**src/rtl/lfsr_test_ctrl.sv**
```systemverilog
// lfsr_test_ctrl: sequences one LFSR self-test run.
// A run loads the seed, clears the counters and discards the first partial
// period. It then captures the ones/zeros totals at the end of the first full
// period and compares them against the expected values.
// A 16-bit watchdog ends a run whose LFSR never reports end-of-period.
module lfsr_test_ctrl #(
  parameter int unsigned    W         = 13,
  parameter logic [W-1:0]   EXP_ONES  = 13'd4095,
  parameter logic [W-1:0]   EXP_ZEROS = 13'd4095,
  parameter logic [15:0]    TMO       = 16'd16400
) (
  input  logic          clk,
  input  logic          rst,
  input  logic          start,
  input  logic          abort,
  input  logic          max_tick,
  input  logic [W-1:0]  ones_count,
  input  logic [W-1:0]  zeros_count,
  output logic          lfsr_load,
  output logic          lfsr_en,
  output logic          cnt_clr,
  output logic          busy,
  output logic          done,
  output logic          pass,
  output logic          timeout,
  output logic [W-1:0]  cap_ones,
  output logic [W-1:0]  cap_zeros,
  output logic [7:0]    pass_runs
);

  typedef enum logic [2:0] {
    ST_IDLE  = 3'd0,
    ST_LOAD  = 3'd1,
    ST_SKIP  = 3'd2,
    ST_RUN   = 3'd3,
    ST_CHECK = 3'd4
  } state_t;

  state_t       state_r;
  logic [15:0]  wdog_r;
  logic [15:0]  wdog_inc_s;
  logic         wdog_hit_s;
  logic         pass_cmp_s;

  // The watchdog limit is reached on the cycle whose increment lands on TMO.
  assign wdog_inc_s = wdog_r + 16'd1;
  assign wdog_hit_s = (wdog_inc_s >= TMO);
  // Comparing the live counts gives the same verdict as comparing the captures.
  assign pass_cmp_s = (ones_count == EXP_ONES) && (zeros_count == EXP_ZEROS);

  // Sequencer: state, watchdog and every registered output in one block so
  // that done/pass become visible in the CHECK cycle itself.
  always_ff @(posedge clk or posedge rst) begin
    if (rst) begin
      state_r   <= ST_IDLE;
      wdog_r    <= 16'd0;
      lfsr_load <= 1'b0;
      lfsr_en   <= 1'b0;
      cnt_clr   <= 1'b0;
      busy      <= 1'b0;
      done      <= 1'b0;
      pass      <= 1'b0;
      timeout   <= 1'b0;
      cap_ones  <= '0;
      cap_zeros <= '0;
      pass_runs <= 8'd0;
    end else begin
      // Pulse outputs default low; the branches below raise them for one cycle.
      lfsr_load <= 1'b0;
      cnt_clr   <= 1'b0;
      done      <= 1'b0;
      if (abort && (state_r != ST_IDLE)) begin
        // Abort drops the run silently: results of the run stay as they are.
        state_r <= ST_IDLE;
        lfsr_en <= 1'b0;
        busy    <= 1'b0;
      end else begin
        case (state_r)
          ST_IDLE: begin
            if (start && !abort) begin
              state_r   <= ST_LOAD;
              lfsr_load <= 1'b1;
              cnt_clr   <= 1'b1;
              busy      <= 1'b1;
              pass      <= 1'b0;
              timeout   <= 1'b0;
              cap_ones  <= '0;
              cap_zeros <= '0;
              wdog_r    <= 16'd0;
            end else begin
              busy    <= 1'b0;
              lfsr_en <= 1'b0;
            end
          end
          ST_LOAD: begin
            state_r <= ST_SKIP;
            lfsr_en <= 1'b1;
            wdog_r  <= 16'd0;
          end
          ST_SKIP: begin
            wdog_r <= wdog_inc_s;
            if (max_tick) begin
              // End of the partial period: the full period starts now.
              state_r <= ST_RUN;
            end else if (wdog_hit_s) begin
              state_r <= ST_CHECK;
              lfsr_en <= 1'b0;
              timeout <= 1'b1;
              pass    <= 1'b0;
              done    <= 1'b1;
            end else begin
              state_r <= ST_SKIP;
            end
          end
          ST_RUN: begin
            wdog_r <= wdog_inc_s;
            if (max_tick) begin
              // A tick on the watchdog-limit cycle still counts as a capture.
              state_r   <= ST_CHECK;
              lfsr_en   <= 1'b0;
              cap_ones  <= ones_count;
              cap_zeros <= zeros_count;
              pass      <= pass_cmp_s;
              done      <= 1'b1;
              if (pass_cmp_s && (pass_runs != 8'd255)) begin
                pass_runs <= pass_runs + 8'd1;
              end else begin
                pass_runs <= pass_runs;
              end
            end else if (wdog_hit_s) begin
              state_r <= ST_CHECK;
              lfsr_en <= 1'b0;
              timeout <= 1'b1;
              pass    <= 1'b0;
              done    <= 1'b1;
            end else begin
              state_r <= ST_RUN;
            end
          end
          ST_CHECK: begin
            // Result is presented for this one cycle; always pass through IDLE.
            state_r <= ST_IDLE;
            busy    <= 1'b0;
            lfsr_en <= 1'b0;
          end
          default: begin
            state_r <= ST_IDLE;
            busy    <= 1'b0;
            lfsr_en <= 1'b0;
          end
        endcase
      end
    end
  end

endmodule

```
**config.mk**
```make
export PLATFORM = sky130hd
export DESIGN_NAME = lfsr_test_ctrl
export DESIGN_NICKNAME = d
export VERILOG_FILES = /design/src/rtl/lfsr_test_ctrl.sv
export SDC_FILE = /design/constraint.sdc
export NUM_CORES = 1
export LEC_CHECK = 0
export BUFFER_PORTS_ARGS = -buffer_cell sky130_fd_sc_hd__buf_2
export CORE_MARGIN = 2
export CORE_UTILIZATION = 40
export CTS_BUF_LIST = sky130_fd_sc_hd__clkbuf_16
export CTS_CLUSTER_SIZE = 14
export DETAILED_ROUTE_END_ITERATION = 6
export PLACE_DENSITY = 0.71
export SLEW_MARGIN = 0
export SYNTH_ARGS = -nofsm -noshare
export SYNTH_HDL_FRONTEND = slang
export SYNTH_SLANG_ARGS = --single-unit
export TNS_END_PERCENT = 20
```
**constraint.sdc**
```tcl
create_clock -name clk -period 2.25 [get_ports clk]
set_clock_uncertainty 0.2 [all_clocks]
set_input_delay 0.1125 -clock clk [delete_from_list [all_inputs] [get_ports clk]]
set_output_delay 0.1125 -clock clk [all_outputs]
set_load 0.01 [all_outputs]
```
==> out/qor.yml <==
grt_util_all_layers_pct: 20.41
cp-start-kind: "register"
h-tree-depth: 3
setup_viol: 0
fin_cells: 537
core_area_um2: 7253
die_area_um2: 8233
pin_count: 72
routed_wl_mm: 7.921
gp_congestion: 0.9008
grt_max_degree: 60
yosysSeqAreaShare_pct: 49.06
ir_drop_v: 0.0006870
tritoncts: "done"
clock-sinks: 59
yosys.area.top_type_share_pct: 49.06
cts-root-buf: "clkbuf_16"
placed_cells: 490
ys_top_cells_by_area: "dfrtp_1 49%, nand2_1 9.4%, o21ai_0 6.7%, o31ai_1 2.5%, nand3_1 2.3%"
synth_seq_cells: 59
synth_cell_types: 57
port-buffer-count: 71
vias_per_cell: 5.359
cp_data_required_time_ns: 2.26
max_freq_mhz: 471.8
fin_setup_tns_ns: 0
crit_type: "reg -> reg"
cellLeakagePower_nw: 1.960
synth-edff-count: 0
cts_buffer_depth: 2
fin_crit_ns: 2.120
netlist_area_um2: 3009
slew_headroom_pct: 71.00
start_util_pct: 41.49
antenna_found_initial: 0
critPathMaxFanout: 7
clk_pin_slew_ns: 0.05
drt_iter0_drc: 236
cp_data_arrival_time_ns: 2.13
syn_to_final_growth_pct: 37.80
yosys_warnings: 0
die_y_um: 90.74
drive_above_1_share_pct: 27.63
core.rowCount: 31
finalHoldViolCount: 0
vias: 2878
wl_per_cell_um: 14.75
syn_nets: 359
status: "finished clean"
worstHoldPathType: "in -> reg"
drv_cap: 0
pre_cts_ws_ns: 0.07575
postRouteAntennaNets: 0
endpoint_kind: "register"
die_width_um: 90.74
dpl.hpwl_mm: 5.035
first_global_vias: 2821
nets: 466
synth_most_common_cell: "nand2_1"
antennaDiodeCount: 0
async_flop_share_pct: 100.0
yosysTopAreaCell: "dfrtp_1"
fillers: 628
grt.overflow.total: 0
dr.pass1.iters: 5
path_cells: "ha_4, and4_2, nand3_1, a211o_1, a41oi_4, nor2_4, a32o_1"
slew_viol_final: 0
cts_made_buffers: 9
yosys-top-cells-count: "75 x nand2_1, 59 x dfrtp_1, 40 x o21ai_0, 16 x nor2_1, 14 x nand3_1"
ys.flop_type: "dfrtp_1"
fin_crit_sh_pct: 94.20
synthCells: 326
rsz0062_at_grt: "no"
grt_pass1_wl_mm: 13.42
fin_ws_ns: 0.1304
syn_avg_cell_area_um2: 9.230
p_per_area_nw_per_um2: 676.6
insertion_delay_ns: 0.32
critPathSlowestCell: "dfrtp_1"
post_cts_buffers: 0
worst_path_largest_cell_delay_ns: 0.43
drc: 0
worstMarginPinSlew_ns: 0.4334
## power breakdown
| group | internal (mW) | switching, mW | total [mW] |
|---|---|---|---|
| sequential | 1.10 | 0.0289 | 1.13 |
| combinational | 0.161 | 0.203 | 0.363 |
| clock | 0.840 | 0.470 | 1.31 |
| total | 2.10 | 0.702 | 2.81 |
## area by class of cell
cell class / instances / area, µm² / area share, %
multi-input combinational: 243 / 1451 / 35.00
clock buffer: 9 / 225.2 / 5.431
tap: 99 / 123.9 / 2.987
timing repair buffer: 115 / 788.3 / 19.01
inverter: 5 / 18.77 / 0.4526
sequential: 59 / 1480 / 35.70
clock inverter: 7 / 58.81 / 1.418
## worst paths after layout
path,from,end,slack (ns),cells past startpoint
min in group asynchronous,rst,cap_ones[8],0.19,4
worst max-delay path,wdog_r[0],lfsr_en,0.13,7
worst min-delay path,max_tick,state_r[0],0.12,4
worst max register to register,wdog_r[0],lfsr_en,0.13,7
max in group asynchronous,rst,wdog_r[3],1.38,4
worst min register to register,cap_zeros[6],cap_zeros[6],0.27,2
## worst max-delay path, delay by kind of cell, from the launching register on
kind,cells,cell delay [ns]
and+or+nand+nor,3,0.45
DFF,1,0.43
AOI/OAI and AO/OA,3,0.73
adders and majority gates,1,0.20
## flip-flops by register name, summed over array words and instances, names as in the netlist, 3 cells and up
register,cells
pass_runs,8
cap_zeros,13
state_r,3
cap_ones,13
wdog_r,16
## repair_timing
item,in CTS,in global routing
endpoints found under the hold margin,90,0
gates resized for setup,0,6
hold buffers,31,0
endpoints found under the setup margin,0,8
## layer usage
metal  up-vias  wire length, µm  global-route usage [%]
li1       1370                -                       -
met1      1370             3282                   25.79
met2       115             3927                   32.96
met3        23              468                   6.010
met4         0              242                   7.821
met5         -                0                       0
## placed cells by master, fill, tap and decap left out, drive strengths merged, types with 2 or more instances in the layout
| cell | instances |
|---|---|
| or2 | 2 |
| and4 | 4 |
| buf | 84 |
| nand4 | 9 |
| mux2 | 2 |
| and4bb | 2 |
| nor4 | 3 |
| o31ai | 10 |
| clkbuf | 9 |
| nand2 | 76 |
| dlygate4sd3 | 31 |
| and3 | 2 |
| a21o | 5 |
| clkinv | 5 |
| xor2 | 5 |
| xnor2 | 4 |
| a31oi | 3 |
| o21bai | 2 |
| nand3 | 15 |
| ha | 2 |
| o21ai | 43 |
| and2 | 2 |
| nor3 | 8 |
| nor2 | 17 |
| nand4b | 2 |
| inv | 5 |
| a21boi | 2 |
| a21oi | 6 |
| dfrtp | 59 |
## cell families after synthesis
logic type / Yosys count / synth area share [%]
adders and majority gates: 2 / 0.8315
muxes: 2 / 0.7484
AOI/OAI and AO/OA: 83 / 18.00
xor gates and xnor gates: 9 / 3.243
DFF: 59 / 49.06
and+or+nand+nor: 147 / 24.66
buffers and inverters: 24 / 3.451
## per-stage QoR
stage | cell area [µm²] | power [mW] | hold slack (ns) | utilization [%]
2_1_floorplan | 3009 | 1.325 | 0.004915 | -
3_3_place_gp | 3530 | 1.454 | 0.0004857 | 48.66
3_5_place_dp | 3530 | 1.459 | 0.004976 | 48.66
4_1_cts | 4124 | 2.819 | 0.1150 | 56.86
5_1_grt | 4146 | 2.933 | 0.1506 | 57.17
6_report | 4146 | 2.806 | 0.1198 | 57.17
(Power assumes the default switching activity.)
